## config.mk

```make
export PLATFORM = sky130hd
export DESIGN_NAME = calc_core_16
export DESIGN_NICKNAME = d
export VERILOG_FILES = /design/src/rtl/calc_pkg.sv /design/src/rtl/muldiv_16.sv /design/src/rtl/calc_core_16.sv
export SDC_FILE = /design/constraint.sdc
export NUM_CORES = 1
export LEC_CHECK = 0
export ABC_AREA = 0
export CORE_MARGIN = 2
export CORE_UTILIZATION = 61
export CTS_CLUSTER_SIZE = 20
export DETAILED_ROUTE_END_ITERATION = 8
export GPL_TIMING_DRIVEN = 1
export HOLD_SLACK_MARGIN = 0.12
export PLACE_DENSITY = 0.82
export SYNTH_ARGS = -nofsm -noshare
export SYNTH_HDL_FRONTEND = slang
export SYNTH_SLANG_ARGS = --single-unit
```

## constraint.sdc

```tcl
create_clock -name clock -period 4.6 [get_ports clock]
set_input_delay 0.46 -clock clock [delete_from_list [all_inputs] [get_ports clock]]
set_output_delay 0.46 -clock clock [all_outputs]
set_load 0.005 [all_outputs]
```

## src/rtl/calc_pkg.sv

```systemverilog
// calc_pkg: shared constants and types for the calc_core_16 execution stage.
//   WIDTH       default operand width
//   op_t        operation codes 0..8 (9..15 are illegal)
//   state_t     control FSM states
//   DIV0_RESULT result presented on a divide by zero
package calc_pkg;

  localparam int WIDTH = 16;

  typedef enum logic [3:0] {
    OP_ADD = 4'd0,
    OP_SUB = 4'd1,
    OP_MUL = 4'd2,
    OP_DIV = 4'd3,
    OP_AND = 4'd4,
    OP_OR  = 4'd5,
    OP_XOR = 4'd6,
    OP_SHL = 4'd7,
    OP_SHR = 4'd8
  } op_t;

  typedef enum logic [1:0] {
    IDLE = 2'd0,
    CALC = 2'd1,
    DONE = 2'd2
  } state_t;

  localparam logic [2*WIDTH-1:0] DIV0_RESULT = {(2*WIDTH){1'b1}};

endpackage

```

## src/rtl/muldiv_16.sv

```systemverilog
// muldiv_16: iterative multiplier / restoring divider, one bit per cycle.
// Ports:
//   clock, reset          rising-edge clock, asynchronous active-high reset
//   go                    load a/b and begin W iterations (counter restarts at 0)
//   is_div                1 = restoring divide, 0 = shift-add multiply (sampled on go)
//   a, b                  multiplier/multiplicand or dividend/divisor
//   busy                  iterations in progress
//   last                  the iteration running this cycle is the final one
//   product               2W-bit product
//   quotient, remainder   divide results
// The outputs show the accumulator value *after* the current iteration, so
// when last is high they already hold the final answer and the caller can
// register them on the same edge that ends the run.
module muldiv_16 import calc_pkg::*; #(
  parameter int W = 16
) (
  input  logic           clock,
  input  logic           reset,
  input  logic           go,
  input  logic           is_div,
  input  logic [W-1:0]   a,
  input  logic [W-1:0]   b,
  output logic           busy,
  output logic           last,
  output logic [2*W-1:0] product,
  output logic [W-1:0]   quotient,
  output logic [W-1:0]   remainder
);

  localparam int CW = $clog2(W);

  // Shared accumulator: {high half, low half}. Multiply keeps the partial
  // product in the high half and shifts the multiplier out of the low half
  // (LSB first). Divide keeps the partial remainder in the high half and
  // shifts quotient bits into the low half as dividend bits shift out.
  logic [2*W-1:0] acc;
  logic [W-1:0]   opnd;
  logic           mode_div;
  logic [CW-1:0]  count;
  logic           running;

  logic [W:0]     add_sum;
  logic [W:0]     rem_sh;
  logic [W:0]     diff;
  logic [2*W-1:0] acc_step;

  always_comb begin
    add_sum  = {1'b0, acc[2*W-1:W]} + (acc[0] ? {1'b0, opnd} : {(W+1){1'b0}});
    rem_sh   = acc[2*W-1:W-1];
    diff     = rem_sh - {1'b0, opnd};
    acc_step = acc;
    if (mode_div) begin
      // Partial remainder is always < divisor, so rem_sh fits W+1 bits and
      // diff[W] is a reliable "divisor did not fit" flag.
      if (!diff[W]) acc_step = {diff[W-1:0], acc[W-2:0], 1'b1};
      else          acc_step = {rem_sh[W-1:0], acc[W-2:0], 1'b0};
    end else begin
      acc_step = {add_sum, acc[W-1:1]};
    end
  end

  always_ff @(posedge clock or posedge reset) begin
    if (reset) begin
      acc      <= '0;
      opnd     <= '0;
      mode_div <= 1'b0;
      count    <= '0;
      running  <= 1'b0;
    end else if (go) begin
      acc      <= {{W{1'b0}}, a};
      opnd     <= b;
      mode_div <= is_div;
      count    <= '0;
      running  <= 1'b1;
    end else if (running) begin
      acc   <= acc_step;
      count <= count + 1'b1;
      if (count == CW'(W - 1)) running <= 1'b0;
    end
  end

  assign busy      = running;
  assign last      = running && (count == CW'(W - 1));
  assign product   = acc_step;
  assign quotient  = acc_step[W-1:0];
  assign remainder = acc_step[2*W-1:W];

endmodule

```

## src/rtl/calc_core_16.sv

```systemverilog
// calc_core_16: arithmetic execution stage behind the 16-bit operand loader.
// Ports:
//   clock, reset  rising-edge clock, asynchronous active-high reset
//   num1, num2    operands, latched on an accepted start
//   op            operation code, latched on an accepted start
//   start         request level; a rising edge seen in IDLE starts one op
//   result        registered 2*WIDTH result, held until the next completion
//   done          one-cycle completion pulse (result/error valid)
//   busy          high from the accepted start through the done cycle
//   error         divide by zero or illegal op, registered with result
//   fsm_state     current control state, for observation
// Handshake: start is a level; only its rising edge counts, and only in IDLE.
// Edges arriving while busy are dropped. done is a single-cycle strobe with
// no back-pressure; result/error stay stable until the next done.
module calc_core_16 import calc_pkg::*; #(
  parameter int WIDTH = calc_pkg::WIDTH
) (
  input  logic               clock,
  input  logic               reset,
  input  logic [WIDTH-1:0]   num1,
  input  logic [WIDTH-1:0]   num2,
  input  logic [3:0]         op,
  input  logic               start,
  output logic [2*WIDTH-1:0] result,
  output logic               done,
  output logic               busy,
  output logic               error,
  output state_t             fsm_state
);

  localparam int SW = $clog2(WIDTH);

  state_t             state, state_next;
  logic               start_q, trigger;
  logic [WIDTH-1:0]   a_r, b_r;
  logic [3:0]         opc_r;
  logic               load, go, finish, iter_op;
  logic [2*WIDTH-1:0] alu_res, md_res;
  logic               alu_err;
  logic               md_busy, md_last;
  logic [2*WIDTH-1:0] md_product;
  logic [WIDTH-1:0]   md_quotient, md_remainder;
  logic [WIDTH:0]     sum_w, diff_w;

  assign trigger   = start & ~start_q;
  // Divide by zero takes the single-cycle path, so it never starts the iterator.
  assign iter_op   = (opc_r == OP_MUL) || ((opc_r == OP_DIV) && (b_r != '0));
  assign fsm_state = state;

  always_ff @(posedge clock or posedge reset) begin
    if (reset) state <= IDLE;
    else       state <= state_next;
  end

  always_comb begin
    state_next = state;
    busy       = 1'b0;
    done       = 1'b0;
    load       = 1'b0;
    go         = 1'b0;
    finish     = 1'b0;
    case (state)
      IDLE: begin
        if (trigger) begin
          load       = 1'b1;
          go         = (op == OP_MUL) || ((op == OP_DIV) && (num2 != '0));
          state_next = CALC;
        end
      end
      CALC: begin
        busy = 1'b1;
        if (!iter_op || (md_busy && md_last)) begin
          finish     = 1'b1;
          state_next = DONE;
        end
      end
      DONE: begin
        busy       = 1'b1;
        done       = 1'b1;
        state_next = IDLE;
      end
      default: state_next = IDLE;
    endcase
  end

  always_comb begin
    sum_w   = {1'b0, a_r} + {1'b0, b_r};
    diff_w  = {1'b0, a_r} - {1'b0, b_r};
    alu_res = '0;
    alu_err = 1'b0;
    case (opc_r)
      OP_ADD: alu_res = {{(WIDTH-1){1'b0}}, sum_w};
      OP_SUB: alu_res = {{(WIDTH-1){diff_w[WIDTH]}}, diff_w};
      OP_DIV: begin
        alu_res = DIV0_RESULT;
        alu_err = 1'b1;
      end
      OP_AND: alu_res = {{WIDTH{1'b0}}, a_r & b_r};
      OP_OR:  alu_res = {{WIDTH{1'b0}}, a_r | b_r};
      OP_XOR: alu_res = {{WIDTH{1'b0}}, a_r ^ b_r};
      OP_SHL: alu_res = {{WIDTH{1'b0}}, a_r} << b_r[SW-1:0];
      OP_SHR: alu_res = {{WIDTH{1'b0}}, a_r >> b_r[SW-1:0]};
      OP_MUL: alu_res = '0;
      default: alu_err = 1'b1;
    endcase
  end

  assign md_res = (opc_r == OP_DIV) ? {md_remainder, md_quotient} : md_product;

  always_ff @(posedge clock or posedge reset) begin
    if (reset) begin
      start_q <= 1'b0;
      a_r     <= '0;
      b_r     <= '0;
      opc_r   <= '0;
      result  <= '0;
      error   <= 1'b0;
    end else begin
      start_q <= start;
      if (load) begin
        a_r   <= num1;
        b_r   <= num2;
        opc_r <= op;
      end
      if (finish) begin
        result <= iter_op ? md_res : alu_res;
        error  <= iter_op ? 1'b0 : alu_err;
      end
    end
  end

  muldiv_16 #(.W(WIDTH)) u_muldiv (
    .clock     (clock),
    .reset     (reset),
    .go        (go),
    .is_div    (op == OP_DIV),
    .a         (num1),
    .b         (num2),
    .busy      (md_busy),
    .last      (md_last),
    .product   (md_product),
    .quotient  (md_quotient),
    .remainder (md_remainder)
  );

endmodule
```

==> flow_summary_export.csv, run 1 <==
group,metric,value,unit
timing,rsz0062_at_grt,"no",
place,dp.cells,1640,
timing,fmax,286,MHz
die,die_w,142,microns
drt,wire_per_inst,24.8,microns
clock_tree,clk_pin_slew_worst_paths,0.07,ns
synth,ys_ff_latch,126,
global_routing,grt_pass1_wl,63.9,mm
drt,routed.top_layer,"met4",
global_routing,gr-usage-all-layers,0.419,
global_routing,grt_antenna_before_repair,0,
synth,syn_nets,1520,
timing,min_period,3.50,ns
cells_and_area,drive_above_1_share,0.0974,
drt,route.met2.wl,17.4,mm
synth,synth_edf_count,0,
hold_path,hold_class,"flop to flop",
synth,syn_area_per_cell,8.35,sq um
global_routing,grt_max_degree,83,
die,rows,50,
timing,worst-slew-pin-transition,1.09,ns
timing,worst_clock_skew,0.0115,ns
timing,setup_viol,0,
setup_path,end_kind,"flop",
drt,ant_nets,0,
synth,yosysUniqueCellTypes,83,
setup_path,critical_path_arrival,3.77,ns
global_routing,grt_pass1_vias,10800,
timing,relSlewSlack,0.272,
place,numPortBuffers,75,
die,die-area,0.0201,sq mm
drt,post-route-drc-count,0,
timing,finalSetupTns,0,ns
cells_and_area,stdcell_count,1672,
setup_path,r2r_setup_slack,1.10,ns
timing,hold_viol_final,0,
setup_path,worstPathRequired,4.87,ns
clock_tree,h-tree-depth,4,
clock_tree,cts.sinks,126,
cells_and_area,diodes,0,
clock_tree,numCtsBuffers,17,
synth,syn-instance-count,1388,
drt,dr.pass1.iters,6,
drt,wl_met3,5.39,mm
place,post-dp-hpwl,31.4,mm
die,die_h,142,microns
clock_tree,insertion_delay,0.43,ns
die,start_util,0.622,
setup_path,critPathKind,"flop to flop",
clock_tree,cts_tree,"yes",
run_status,outcome,"finished clean",
place,place.gp.congestion,1.11,
cells_and_area,area_delta_synth_final,12.9,%
clock_tree,post_cts_buffers,0,
cells_and_area,nets,1557,
global_routing,gr-total-overflow,0,
timing,period_share,0.760,
clock_tree,root_buffer,"clkbuf_16",
die,io_pins,76,
timing,slew_viol_final,0,
setup_path,cp_max_fo,19,
drt,routed_wl,41.5,mm
clock_tree,cts_resized,0,
cells_and_area,fill_cells,1507,
synth,ys_async_sr_fraction,1.00,
flow_run,maxCapViolCount,0,
drt,vias_per_cell,7.00,
synth,ys_warn_count,0,
die,core,0.0186,sq mm
drt,m1WireLength,16.9,mm
clock_tree,cts_hold_buf,0,
drt,drt-initial-drc-count,1605,
synth,syn_area,0.0116,sq mm
setup_path,cp-start-kind,"flop",
clock_tree,clock_path_buffers,2,
synth,ys.flop_type,"dfrtp_1",
synth,ys_seq_area_frac,0.272,
drt,num_vias,11700,
-- layout by cell type (no fill, tap or decap), drive strengths merged, types with 5 or more instances in the layout --
master / instances
o21ai: 110
xnor2: 16
a21o: 20
dfrtp: 126
mux2i: 48
nand2: 108
a221o: 8
inv: 95
a22oi: 12
xor2: 12
a211oi: 27
o22ai: 12
clkbuf: 17
nand3: 17
or3: 9
nand2b: 13
o211ai: 23
nor2: 134
clkdlybuf4s50: 75
o31ai: 11
o22a: 5
nor2b: 7
a211o: 8
buf: 28
and3: 15
nor4: 9
nand4: 6
o21bai: 9
or2: 5
mux2: 49
o2111ai: 9
o21a: 19
ha: 89
a21oi: 117
mux4: 14
and2: 25
a31oi: 14
a221oi: 10
nor3: 30
o221ai: 15
-- final timing paths --
kind / end / depth (start not counted) / startpoint
worst max-delay path: result[20]$_DFFE_PP0P_ / 13 / u_muldiv.acc[15]$_DFFE_PP0P_
worst min-delay path: error$_DFFE_PP0P_ / 1 / error$_DFFE_PP0P_
worst max register to register: result[20]$_DFFE_PP0P_ / 13 / u_muldiv.acc[15]$_DFFE_PP0P_
worst min register to register: error$_DFFE_PP0P_ / 1 / error$_DFFE_PP0P_
max in group asynchronous: result[17]$_DFFE_PP0P_ / 3 / reset
min in group asynchronous: a_r[3]$_DFFE_PP0P_ / 2 / reset
-- critical path: stages (launching register included) --
cell and delay (ns):
dfrtp_1 0.46, inv_1 0.09, ha_1 0.19, inv_1 0.07, fa_1 0.42, a211oi_1 0.36, o211ai_1 0.18, nand2b_1 0.13
a211o_1 0.14, nand3_1 0.06, buf_4 0.23, and3_1 0.19, a311oi_1 0.65, o31ai_1 0.16
-- stage by stage --
| step | hold WS, ns | cell area [sq um] | util | worst slack [ns] |
|---|---|---|---|---|
| global route | 0.527 | 13100 | 0.702 | 0.968 |
| floorplan | 0.463 | 11600 | - | 0.784 |
| CTS | 0.494 | 13100 | 0.702 | 1.14 |
| global placement | 0.460 | 12500 | 0.671 | 1.25 |
| detailed placement | 0.478 | 12500 | 0.671 | 1.19 |
| finish | 0.494 | 13100 | 0.702 | 1.10 |
-- cells in the mapped netlist, types with 4 or more instances --
cell       number  area (sq um)
inv_1          84           315
nor2_1        133           499
o21bai_1        9          67.6
o21ai_0       107           536
or3_1           9          56.3
nand3b_1        4          30.0
mux4_2          8           180
a22oi_1        11          82.6
xor2_1         12           105
fa_1            4          80.1
o22ai_1        11          68.8
nor4_1          9          56.3
o2111ai_1       9          78.8
nand2b_1       13          81.3
a21o_1         20           150
buf_2          14          70.1
or2_2           4          25.0
a221oi_1        8          70.1
o22a_1          4          35.0
o211ai_1       23           173
mux2_2         49           552
a211o_1         8          70.1
a211oi_1       25           188
mux4_1          6           158
mux2i_1        48           480
o221ai_1       15           131
nand3_1        17          85.1
o31ai_1        11          82.6
nand2_1       108           405
dfrtp_1       126          3150
nand4_1         6          37.5
and2_1         25           156
a311oi_1        4          35.0
nor4b_1         4          35.0
a31oi_1        14          87.6
o21a_1         19           143
clkbuf_1       60           225
ha_1           89          1110
a221o_1         8          80.1
nor3_1         30           150
and3_1         15          93.8
nor2b_1         7          43.8
xnor2_1        16           140
a21oi_1       116           581
-- logic make-up (layout without fill, tap and decap cells) --
kind of cell	after synthesis	in the layout	share of synthesized area
xor gates and xnor gates	28	28	0.0212
and+or+nand+nor	394	394	0.158
adders and majority gates	93	93	0.103
AOI/OAI and AO/OA	465	465	0.267
DFF	126	126	0.272
muxes	111	111	0.118
buffers and inverters	171	221	0.0601
-- state kept, by name, indices dropped and copies added, names as in the netlist --
name and cells:
u_muldiv.acc 32, start_q 1, opc_r 4, b_r 16, u_muldiv.busy 1, a_r 16
u_muldiv.opnd 16, result 32, error 1, u_muldiv.mode_div 1, u_muldiv.count 4, fsm_state 2
-- area by class of cell --
class	instances	area, sq um	share of cell area
clock buffer	17	425	0.0325
clock inverter	15	144	0.0110
multi-input combinational	1091	7780	0.595
sequential	126	3160	0.241
tap	234	293	0.0224
timing repair buffer	103	961	0.0735
inverter	86	325	0.0249
-- per-layer routing --
layer  track usage  vias up
met4         0.157        0
met5             0        -
met2         0.611      824
li1              -     5178
met1         0.600     5592
met3         0.107      116
Power of run 1 is not shown: default switching activity piles up to over one toggle a cycle in this logic, so the estimate is an artifact.
==> run 2: changes to the inputs <==
--- a/config.mk
+++ b/config.mk
@@ -7,12 +7,12 @@
 export LEC_CHECK = 0
 export ABC_AREA = 0
 export CORE_MARGIN = 2
-export CORE_UTILIZATION = 61
+export CORE_UTILIZATION = 55
 export CTS_CLUSTER_SIZE = 20
 export DETAILED_ROUTE_END_ITERATION = 8
 export GPL_TIMING_DRIVEN = 1
 export HOLD_SLACK_MARGIN = 0.12
-export PLACE_DENSITY = 0.82
+export PLACE_DENSITY = 0.78
 export SYNTH_ARGS = -nofsm -noshare
 export SYNTH_HDL_FRONTEND = slang
 export SYNTH_SLANG_ARGS = --single-unit
==> constraint.sdc (replaced) <==
create_clock -name clock -period 3.1 [get_ports clock]
set_input_delay 0.31 -clock clock [delete_from_list [all_inputs] [get_ports clock]]
set_output_delay 0.31 -clock clock [all_outputs]
set_load 0.005 [all_outputs]
==> flow_summary_export.csv, run 2 (same netlist as run 1, synthesis figures left out) <==
group,metric,value,unit
clock_tree,numCtsBuffers,17,
hold_path,hold_class,"input port to asynchronous set/reset pin",
cells_and_area,drive_above_1_share,0.160,
die,io_pins,76,
timing,min_period,2.99,ns
die,start_util,0.556,
cells_and_area,final_common_cell,"nor2_1",
clock_tree,root_buffer,"clkbuf_16",
setup_path,cp-start-kind,"flop",
clock_tree,h-tree-depth,4,
timing,setup_viol,0,
drt,routed_wl,45.5,mm
setup_path,critical_path_arrival,3.31,ns
timing,worst_clock_skew,0.0180,ns
cells_and_area,top_regs,"result: 32 flops, u_muldiv.acc: 32 flops",
die,core,0.0208,sq mm
timing,hold_viol_final,0,
drt,vias_per_cell,6.73,
place,place_area,0.0133,sq mm
timing,worst-slew-pin-transition,0.967,ns
setup_path,critPathKind,"flop to flop",
die,die_h,149,microns
timing,finalSetupTns,0,ns
die,die_w,149,microns
run_status,outcome,"finished clean",
cells_and_area,nets,1646,
drt,drt-initial-drc-count,1528,
global_routing,grt_pass1_wl,68.7,mm
drt,post-route-drc-count,0,
drt,ant_nets,0,
place,place.gp.congestion,1.03,
global_routing,grt_antenna_before_repair,1,
drt,num_vias,12100,
global_routing,gr-usage-all-layers,0.414,
timing,relSlewSlack,0.353,
drt,wire_per_inst,25.2,microns
clock_tree,cts_hold_buf,0,
setup_path,end_kind,"flop",
clock_tree,clk_pin_slew_worst_paths,0.07,ns
die,rows,53,
die,die-area,0.0222,sq mm
timing,whs,0.324,ns
global_routing,gr-total-overflow,0,
cells_and_area,area_delta_synth_final,20.6,%
clock_tree,cts_tree,"yes",
cells_and_area,final_util,0.671,
timing,fmax,334,MHz
flow_run,maxCapViolCount,0,
drt,dr.pass1.iters,6,
global_routing,grt_pass1_vias,11500,
place,post-dp-hpwl,35.5,mm
clock_tree,insertion_delay,0.44,ns
clock_tree,cts.sinks,126,
cells_and_area,final_area,0.0140,sq mm
timing,period_share,0.966,
clock_tree,clock_path_buffers,2,
setup_path,worstPathRequired,3.41,ns
timing,slew_viol_final,0,
place,numPortBuffers,75,
setup_path,cp_max_fo,5,
global_routing,grt_max_degree,43,
cells_and_area,final_cell_mix,"nor2_1, dfrtp_1, a21oi_1",
[run 2: worst max-delay path, stage by stage (launching register included)]
cell,delay (ns)
dfrtp_1,0.38
inv_1,0.09
ha_2,0.20
fa_2,0.39
or2_1,0.25
a221oi_2,0.29
o22a_2,0.28
a221oi_4,0.10
o21bai_1,0.19
xnor2_1,0.08
a221o_1,0.29
a221o_1,0.31
[run 2: final cells by class]
class,instances,area [sq um]
Clock inverter,15,144
Sequential cell,126,3160
Fill cell,1727,6840
Tap cell,275,344
Antenna cell,1,2.50
Timing Repair Buffer,192,1750
Multi-Input combinational cell,1091,7830
Clock buffer,17,425
Inverter,86,327
[run 2: path summary, 6_finish.rpt]
kind / start / cells past startpoint / end / slack (ns)
setup / recovery: a_r[0]$_DFFE_PP0P_ / 11 / result[14]$_DFFE_PP0P_ / 0.11
hold / removal: reset / 2 / b_r[7]$_DFFE_PP0P_ / 0.32
setup reg to reg: a_r[0]$_DFFE_PP0P_ / 11 / result[14]$_DFFE_PP0P_ / 0.11
hold reg to reg: result[7]$_DFFE_PP0P_ / 2 / result[7]$_DFFE_PP0P_ / 0.47
max in group asynchronous: reset / 4 / u_muldiv.opnd[12]$_DFFE_PP0P_ / 1.97
min in group clock: start / 1 / start_q$_DFF_PP0_ / 0.38
[run 2: timing repair]
| item | CTS | global route |
|---|---|---|
| gates resized for setup | 0 | 17 |
| endpoints found under the hold margin | 0 | 0 |
| setup endpoints to repair | 0 | 30 |
| setup buffers | 0 | 2 |
[run 2: routing by layer]
metal / GRT usage / up-vias / routed length (microns)
li1: - / 5361 / -
met1: 0.580 / 5780 / 18300
met2: 0.606 / 872 / 19300
met3: 0.105 / 129 / 5840
met4: 0.177 / 0 / 2030
met5: 0 / - / 0
[run 2: stage by stage]
step           worst slack [ns]  cells
5_1_grt                 -0.0724   1802
4_1_cts                  0.0508   1800
3_5_place_dp             0.0898   1768
2_1_floorplan             0.129   1388
3_3_place_gp              0.173   1768
6_report                  0.105   1803
Power of run 2 is left out for the same reason.
